[src/rtl/mul_iter_if.sv]
// Handshake bundle for the iterative multiplier: operand offer, flush, result return and busy.
interface mul_iter_if #(
    parameter int unsigned WIDTH = 32
) ();
    logic               in_valid;
    logic               in_ready;
    logic               mul_sign;
    logic [WIDTH-1:0]   op1;
    logic [WIDTH-1:0]   op2;
    logic               flush;
    logic               out_valid;
    logic               out_ready;
    logic [2*WIDTH-1:0] result;
    logic               busy;

    modport master (
        output in_valid, mul_sign, op1, op2, flush, out_ready,
        input  in_ready, out_valid, result, busy
    );

    modport slave (
        input  in_valid, mul_sign, op1, op2, flush, out_ready,
        output in_ready, out_valid, result, busy
    );
endinterface

[src/rtl/mul_iter.sv]
// Fixed-latency iterative shift-add multiplier, signed or unsigned per operation.
// Define MUL_ITER_RADIX4_EN to retire two multiplier bits per cycle instead of one.
module mul_iter #(
    parameter int unsigned WIDTH = 32
) (
    input logic       clk,
    input logic       reset,
    mul_iter_if.slave bus_io
);

`ifdef MUL_ITER_RADIX4_EN
    localparam int unsigned Steps = WIDTH / 2;
`else
    localparam int unsigned Steps = WIDTH;
`endif
    localparam int unsigned CntW = $clog2(Steps + 1);
    localparam int unsigned PW   = 2 * WIDTH;

    typedef enum logic [1:0] {StIdle, StCalc, StDone} state_e;

    state_e            state_q, state_d;
    logic [WIDTH-1:0]  mcand_q, mcand_d;
    logic [PW-1:0]     acc_q, acc_d, acc_step;
    logic [PW-1:0]     result_q, result_d;
    logic              neg_q, neg_d;
    logic [CntW-1:0]   cnt_q, cnt_d;
    logic [WIDTH-1:0]  mag1, mag2;

    // Most negative input maps onto itself, which is the correct unsigned magnitude.
    assign mag1 = (bus_io.mul_sign && bus_io.op1[WIDTH-1]) ? (~bus_io.op1 + WIDTH'(1))
                                                           : bus_io.op1;
    assign mag2 = (bus_io.mul_sign && bus_io.op2[WIDTH-1]) ? (~bus_io.op2 + WIDTH'(1))
                                                           : bus_io.op2;

    // Accumulator holds {partial sum, remaining multiplier bits}; each step shifts right.
`ifdef MUL_ITER_RADIX4_EN
    logic [WIDTH+1:0] addend4, sum4;

    always_comb begin
        addend4 = '0;
        unique case (acc_q[1:0])
            2'd0: addend4 = '0;
            2'd1: addend4 = {2'b00, mcand_q};
            2'd2: addend4 = {1'b0, mcand_q, 1'b0};
            2'd3: addend4 = {2'b00, mcand_q} + {1'b0, mcand_q, 1'b0};
            default: addend4 = '0;
        endcase
        sum4     = {2'b00, acc_q[PW-1:WIDTH]} + addend4;
        acc_step = {sum4, acc_q[WIDTH-1:2]};
    end
`else
    logic [WIDTH:0] sum2;

    always_comb begin
        sum2     = {1'b0, acc_q[PW-1:WIDTH]} + (acc_q[0] ? {1'b0, mcand_q} : '0);
        acc_step = {sum2, acc_q[WIDTH-1:1]};
    end
`endif

    always_comb begin
        state_d  = state_q;
        mcand_d  = mcand_q;
        acc_d    = acc_q;
        neg_d    = neg_q;
        cnt_d    = cnt_q;
        result_d = result_q;
        if (bus_io.flush) begin
            state_d = StIdle;
        end else begin
            unique case (state_q)
                StIdle: begin
                    if (bus_io.in_valid) begin
                        state_d = StCalc;
                        mcand_d = mag1;
                        acc_d   = {{WIDTH{1'b0}}, mag2};
                        neg_d   = bus_io.mul_sign & (bus_io.op1[WIDTH-1] ^ bus_io.op2[WIDTH-1]);
                        cnt_d   = '0;
                    end
                end
                StCalc: begin
                    // One extra cycle after the last step folds in the sign.
                    if (cnt_q == CntW'(Steps)) begin
                        result_d = neg_q ? (~acc_q + PW'(1)) : acc_q;
                        state_d  = StDone;
                    end else begin
                        acc_d = acc_step;
                        cnt_d = cnt_q + CntW'(1);
                    end
                end
                StDone: begin
                    if (bus_io.out_ready) begin
                        state_d = StIdle;
                    end
                end
                default: state_d = StIdle;
            endcase
        end
    end

    always_ff @(posedge clk) begin
        if (reset) begin
            state_q  <= StIdle;
            mcand_q  <= '0;
            acc_q    <= '0;
            neg_q    <= 1'b0;
            cnt_q    <= '0;
            result_q <= '0;
        end else begin
            state_q  <= state_d;
            mcand_q  <= mcand_d;
            acc_q    <= acc_d;
            neg_q    <= neg_d;
            cnt_q    <= cnt_d;
            result_q <= result_d;
        end
    end

    assign bus_io.in_ready  = (state_q == StIdle) && !bus_io.flush;
    assign bus_io.out_valid = (state_q == StDone);
    assign bus_io.busy      = (state_q != StIdle);
    assign bus_io.result    = result_q;

endmodule

[src/flat_wrapper.sv]
// flat-port wrapper written by rule: the top's interface ports become plain ports
module mul_iter_flat 
#(
    parameter int unsigned WIDTH = 32
)
  (clk, reset, bus_io_in_valid, bus_io_mul_sign, bus_io_op1, bus_io_op2, bus_io_flush, bus_io_out_ready, bus_io_in_ready, bus_io_out_valid, bus_io_result, bus_io_busy);
  mul_iter_if #(.WIDTH(WIDTH)) bus_io_i ();
  input logic clk;
  input logic reset;
  input wire logic [$bits(bus_io_i.in_valid)-1:0] bus_io_in_valid;
  input wire logic [$bits(bus_io_i.mul_sign)-1:0] bus_io_mul_sign;
  input wire logic [$bits(bus_io_i.op1)-1:0] bus_io_op1;
  input wire logic [$bits(bus_io_i.op2)-1:0] bus_io_op2;
  input wire logic [$bits(bus_io_i.flush)-1:0] bus_io_flush;
  input wire logic [$bits(bus_io_i.out_ready)-1:0] bus_io_out_ready;
  output wire logic [$bits(bus_io_i.in_ready)-1:0] bus_io_in_ready;
  output wire logic [$bits(bus_io_i.out_valid)-1:0] bus_io_out_valid;
  output wire logic [$bits(bus_io_i.result)-1:0] bus_io_result;
  output wire logic [$bits(bus_io_i.busy)-1:0] bus_io_busy;
  assign bus_io_i.in_valid = bus_io_in_valid;
  assign bus_io_i.mul_sign = bus_io_mul_sign;
  assign bus_io_i.op1 = bus_io_op1;
  assign bus_io_i.op2 = bus_io_op2;
  assign bus_io_i.flush = bus_io_flush;
  assign bus_io_i.out_ready = bus_io_out_ready;
  assign bus_io_in_ready = bus_io_i.in_ready;
  assign bus_io_out_valid = bus_io_i.out_valid;
  assign bus_io_result = bus_io_i.result;
  assign bus_io_busy = bus_io_i.busy;
  mul_iter #(.WIDTH(WIDTH)) u_core (.clk(clk), .reset(reset), .bus_io(bus_io_i));
endmodule
[config.mk]
export PLATFORM = sky130hd
export DESIGN_NAME = mul_iter_flat
export DESIGN_NICKNAME = d
export VERILOG_FILES = /design/src/rtl/mul_iter_if.sv /design/src/rtl/mul_iter.sv /design/src/flat_wrapper.sv
export SDC_FILE = /design/constraint.sdc
export NUM_CORES = 1
export LEC_CHECK = 0
export BUFFER_PORTS_ARGS = -buffer_cell sky130_fd_sc_hd__buf_2
export CORE_ASPECT_RATIO = 1.25
export CORE_UTILIZATION = 30
export DETAILED_ROUTE_END_ITERATION = 10
export PLACE_DENSITY = 0.5
export SYNTH_ARGS = -nofsm -noshare
export SYNTH_HDL_FRONTEND = slang
export SYNTH_SLANG_ARGS = --single-unit
[constraint.sdc]
create_clock -name clk -period 2.8 [get_ports clk]
set_clock_uncertainty 0.05 [all_clocks]
set_input_delay 0 -clock clk [delete_from_list [all_inputs] [get_ports clk]]
set_output_delay 0 -clock clk [all_outputs]
set_load 0.03 [all_outputs]
Word-level counts from Yosys, hierarchy flattened
Index checks and enable logic that the tools add are counted.
Operators by class
  div/mod/pow operators: 0
  $add $sub $neg: 5
  bitwise logic cells: 6
  equality and inequality tests: 7
  reductions and logical operators: 12
  $lt $le $gt $ge: 0
  multipliers: 0
  shift operators: 0
  mux-type cells: 14
Operators by type and width (count)
  two-way mux 64 bit: 3
  case mux 64 bit (2 select lines): 1
  two-way mux 32 bit: 3
  adder 32 x 1 -> 32 bit, second input constant: 2
  adder 64 x 1 -> 64 bit, second input constant: 1
  inverter 32 bit: 2
  inverter 64 bit: 1
  adder 32 x 33 -> 33 bit: 1
  two-way mux 6 bit: 2
  case mux 6 bit (2 select lines): 1
  AND reduction 3 bit: 3
  adder 6 x 1 -> 6 bit, second input constant: 1
  equality test 6 bit, second input constant: 1
  two-way mux 2 bit: 3
  inequality test 2 bit, second input constant: 3
  case mux 2 bit (3 select lines): 1
  AND reduction 4 bit: 1
  nonzero test 2 bit: 2
  logical AND 1 bit: 3
  equality test 2 x 1 -> 1 bit, second input constant: 1
  equality test 2 bit, second input constant: 1
  zero test 2 bit: 1
  inequality test 2 x 1 -> 1 bit, second input constant: 1
  OR reduction 2 bit: 1
  4 further kinds: 4
Word-level totals
  output and inout port bits: 67
  register bits after elaboration: 169
  latch bits: 0
  RAM bits: 0
  memories kept: 0
  ROM bits: 0

Depth between registers and ports, before layout
  depth after elaboration: 5
  mapped depth: 13
  depth with buffers taken out: 12

Worst setup path before layout
Ideal clock, no wire load.
  path type: register to register
  start: register u_core.acc_q[0]
  end: register u_core.acc_q[59]
  data arrival time: 2.790 ns
  cell stages (with the launch flop): 12
  data required time: 2.622 ns
  period minus slack after synthesis: 2.968 ns
  setup time: 0.128 ns
  slack: -0.168 ns
  cell sequence: dfxtp_1 > clkbuf_1 > and2_1 > ha_1 > a21o_1 > a21oi_1 > o21ai_0 > a2111oi_0 > o31ai_1 > a31oi_1 > xor2_1 > o21ai_0
Between the ends
  word-level cells in the longest chain between the ends: 4
RTL lines
  start: declaration: RTL line mul_iter.sv:23  | logic [PW-1:0] acc_q, acc_d, acc_step;
  start signal: assignment: RTL line mul_iter.sv:104  | acc_q <= '0;
  start signal: assignment: RTL line mul_iter.sv:111  | acc_q <= acc_d;
  two-way mux 32 bit: RTL line mul_iter.sv:55  | sum2 = {1'b0, acc_q[PW-1:WIDTH]} + (acc_q[0] ? {1'b0, mcand_q} : '0);
  adder 32 x 33 -> 33 bit: RTL line mul_iter.sv:55
  two-way mux 64 bit: RTL line mul_iter.sv:82  | if (cnt_q == CntW'(Steps)) begin
  case mux 64 bit (2 select lines): RTL line mul_iter.sv:70  | unique case (state_q)
No other way between the ends. The select of a mux whose other input is x is not followed.
A chain may end at the register's enable or synchronous reset.

Worst setup path in the final report
  start: register u_core.acc_q[28]
  end: register u_core.result_q[49] (netlist: u_core.bus_io.result[49])
Between the ends
  word-level cells in the longest chain between the ends: 3
RTL lines
  inverter 64 bit: RTL line mul_iter.sv:83  | result_d = neg_q ? (~acc_q + PW'(1)) : acc_q;
  adder 64 x 1 -> 64 bit: RTL line mul_iter.sv:83
  two-way mux 64 bit: RTL line mul_iter.sv:83
  end signal: assignment: RTL line mul_iter.sv:114  | result_q <= result_d;
  end: declaration: RTL line mul_iter.sv:24  | logic [PW-1:0] result_q, result_d;
No other way between the ends.

==> run_results.csv <==
group,metric,value,unit
synthesis,synth_edf_count,0,
synthesis,ys_seq_elements,169,
min_path,hold_depth,5,
route,drc,0,
clock_tree,cts_made_buffers,17,
timing,rsz0062_at_grt,"yes",
synthesis,synth_top_cells_by_area,"dfxtp_1 32%, nor2_1 6.0%, xnor2_1 5.5%, xor2_1 5.5%, a211oi_1 5.4%",
finish,drive_above_1_share,25.9,%
setup_path,critPathRequiredTime,3070,ps
grt,grt_pass1_wl,54800,microns
finish,fillCellCount,3520,
route,dr.pass1.iters,4,
clock_tree,cts_buffer_depth,2,
synthesis,yosys.cell_types.count,66,
floorplan,dieArea,0.0363,sq mm
pwr,pwr-share-clk,39.1,%
setup_path,cpPeakStageDelay,530,ps
finish,final_common_cell,"nor2_1",
clock_tree,cts_root_buf,"clkbuf_16",
clock_tree,htree_levels,4,
timing,tns,-574,ps
synthesis,yosys_warnings,0,
timing,setup_viol,9,
synthesis,synth_top_area_cell,"dfxtp_1",
route,ant_nets,0,
synthesis,synth_fp_nets,1465,
timing,fin_crit,2920,ps
setup_path,rrSetupSlack,-120,ps
clock_tree,cts.clk_slew.worst_paths,70,ps
placement,hpwlAfterDp,26400,microns
route,num_vias,10700,
grt,grt_pass1_vias,10200,
setup_path,crit_path_end_kind,"flop",
finish,final_cell_mix,"171 x nor2_1, 166 x dfxtp_1, 152 x buf_4",
synthesis,synth_top_area_share,31.7,%
floorplan,num_rows,76,
timing,min_period_over_period,104,%
grt,gr-total-overflow,0,
timing,max-slew-margin-rel,38.3,%
synthesis,synthXorXnorAreaFrac,11.0,%
grt,grt_max_degree,88,
min_path,hold_end,"u_core.acc_q[2]",
setup_path,critPathMaxFanout,4,
pwr,cellPowerDensity,407,mW/mm^2
placement,port_buffers,136,
synthesis,syn_area_per_cell,7.87,sq um
route,wl_per_cell,16.4,microns
timing,slew_violations,0,
pwr,power.total,0.00592,W
synthesis,netlist_instances,1357,
pwr,p_sw,0.00179,W
synthesis,synthSimpleGateAreaFrac,22.2,%
grt,antenna_found_initial,0,
setup_path,worst-setup-path-type,"flop to flop",
finish,area_growth,36.3,%
floorplan,die_h,213,microns
clock_tree,cts_tree,"done",
route,drt_wl_total,34800,microns
synthesis,syn_area,0.0107,sq mm
finish,diodes,0,
timing,hold_slack,13.2,ps
timing,worstMarginPinSlew,925,ps
floorplan,io_pins,137,
setup_path,r2r_end,"u_core.bus_io.result[49]",
synthesis,seq_area_frac_synth,31.7,%
route,vias_per_cell,5.05,
pwr,p_leak,5.88,nW
pwr,p_sw_share,30.2,%
setup_path,start_kind,"flop",
synthesis,synth_compound_area_share,25.7,%
outcome,failed_checks,"setup timing",
synthesis,synth_top_family_by_area,"compound AO/OA/AOI/OAI gates",
outcome,status,"finished with violations",
synthesis,synth-async-reset-ratio,0,%
timing,setup_ws,-123,ps
synthesis,synth_fa_ha_area_share,4.52,%
timing,final-hold-violation-count,0,
synthesis,ys.flop_type,"dfxtp_1",
grt,grt_util_all_layers,19.3,%
floorplan,core_area,0.0347,sq mm
pwr,p_int,0.00413,W
setup_path,rr_startpoint,"u_core.acc_q[28]",
floorplan,die_x,171,microns
clock_tree,clock_latency,440,ps
floorplan,start_util,30.8,%
job,max_cap_violations,0,
route,drt_iter0_drc,553,
min_path,hp-start,"bus_io_op2[2]",
timing,fmax,342,MHz
min_path,hp-class,"input pin to flop",
setup_path,slowest_stage,"or4_4",
setup_path,critPathArrivalTime,3190,ps
setup_path,path_cells,"or4_4, or3_4, or3_4, or4_4, buf_4, o31ai_4, xor2_2, o21ai_1",
pwr,comb_power_share,18.3,%
placement,place.gp.congestion,0.870,
setup_path,ff2ff_path_depth,8,
synthesis,synthMuxAreaShare,0.656,%
pwr,pwr-share-seq,42.6,%
finish,nets,1752,
pwr,peakVddDrop,0.413,mV
clock_tree,clock_sink_count,169,
## kinds of logic (layout without fill, tap and decap cells)
kind of cell	after synthesis	in the layout
adder cells (fa/ha/maj)	38	38
AO/OA/AOI/OAI	414	414
flip-flops	169	169
multiplexers	7	7
AND/OR/NAND/NOR	474	474
XOR/XNOR	134	134
buffers and inverters	121	421
## per-layer routing
| layer | GRT usage, % | routed length [microns] |
|---|---|---|
| met5 | 0 | 0 |
| met4 | 6.80 | 884 |
| met3 | 2.76 | 947 |
| met2 | 33.0 | 16900 |
| met1 | 24.4 | 16100 |
## metrics by stage
stage | cells | setup WS, ps | util, % | instance area [sq um]
6_report | 2125 | -123 | 41.9 | 14600
5_1_grt | 2125 | -208 | 41.9 | 14600
3_3_place_gp | 2027 | -243 | 36.9 | 12800
4_1_cts | 2114 | -140 | 40.5 | 14100
3_5_place_dp | 2027 | -260 | 36.9 | 12800
2_1_floorplan | 1357 | -10.4 | - | 10700
## repair_timing
action / in CTS / in global routing
endpoints found under the hold margin: 56 / 0
hold buffers: 52 / 0
gates resized for setup: 31 / 79
setup endpoints to repair: 36 / 45
pin swaps: 14 / 35
cloned: 0 / 1
buffers inserted: 3 / 10
## sequential cells by signal (all words and copies together), names as in the netlist
signal and flops:
u_core.acc_q 64, u_core.bus_io.result 64, u_core.cnt_q 6, u_core.mcand_q 32
u_core.neg_q 1, u_core.state_q 2
## cells in the mapped netlist (7+ instances only)
master and count:
a221oi_1 18, nand2_1 84, nor4_1 7, nand3_1 15
a21o_1 23, or3_1 23, nor2b_1 8, o22ai_1 8
and3_1 14, dfxtp_1 169, or2_2 8, nand4_1 11
a211oi_1 77, xor2_1 67, ha_1 37, a22oi_1 12
o31ai_1 32, a21oi_1 108, a31oi_1 10, o41ai_1 11
xnor2_1 67, clkbuf_1 75, and2_1 40, o21ai_0 70
nand2b_1 14, nor3_1 39, nor2_1 172, inv_1 41
or4_1 10, mux2i_1 7
## final cells by class
cell class,count,area [sq um],share of cell area (%)
flip-flops and latches,169,3390,23.3
well taps,468,586,4.02
clock inverters,15,135,0.928
repair buffers,348,2500,17.2
inverters,41,154,1.06
multi-input cells,1067,7360,50.6
clock buffers,17,425,2.92
## critical path: cells and delay by family (launching register included)
| family | cells | cell delay, ps |
|---|---|---|
| xor+xnor | 1 | 190 |
| simple gates | 4 | 1790 |
| flops | 1 | 320 |
| compound gates | 2 | 270 |
| buf+inv | 1 | 170 |
## worst max-delay path by stage
stage	start	to	slack, ps	cells past startpoint
final	u_core.acc_q[28]	u_core.bus_io.result[49]	-120	8
after global routing	u_core.acc_q[28]	u_core.bus_io.result[63]	-210	8
after CTS	u_core.acc_q[28]	u_core.bus_io.result[63]	-140	8
after detailed placement	u_core.acc_q[0]	u_core.acc_q[59]	-260	12
after global placement	u_core.acc_q[0]	u_core.acc_q[59]	-240	12
after floorplan	u_core.acc_q[28]	u_core.bus_io.result[62]	-10	8
## power groups by stage
stage                     Combinational, W  Sequential, W  Clock [W]
final                              0.00109        0.00252    0.00231
after floorplan                   0.000566        0.00257          0
after global placement            0.000959        0.00257          0
after CTS                          0.00106        0.00252    0.00236
after detailed placement          0.000966        0.00257          0
after global routing               0.00119        0.00253    0.00245
(Power assumes the default switching activity.)
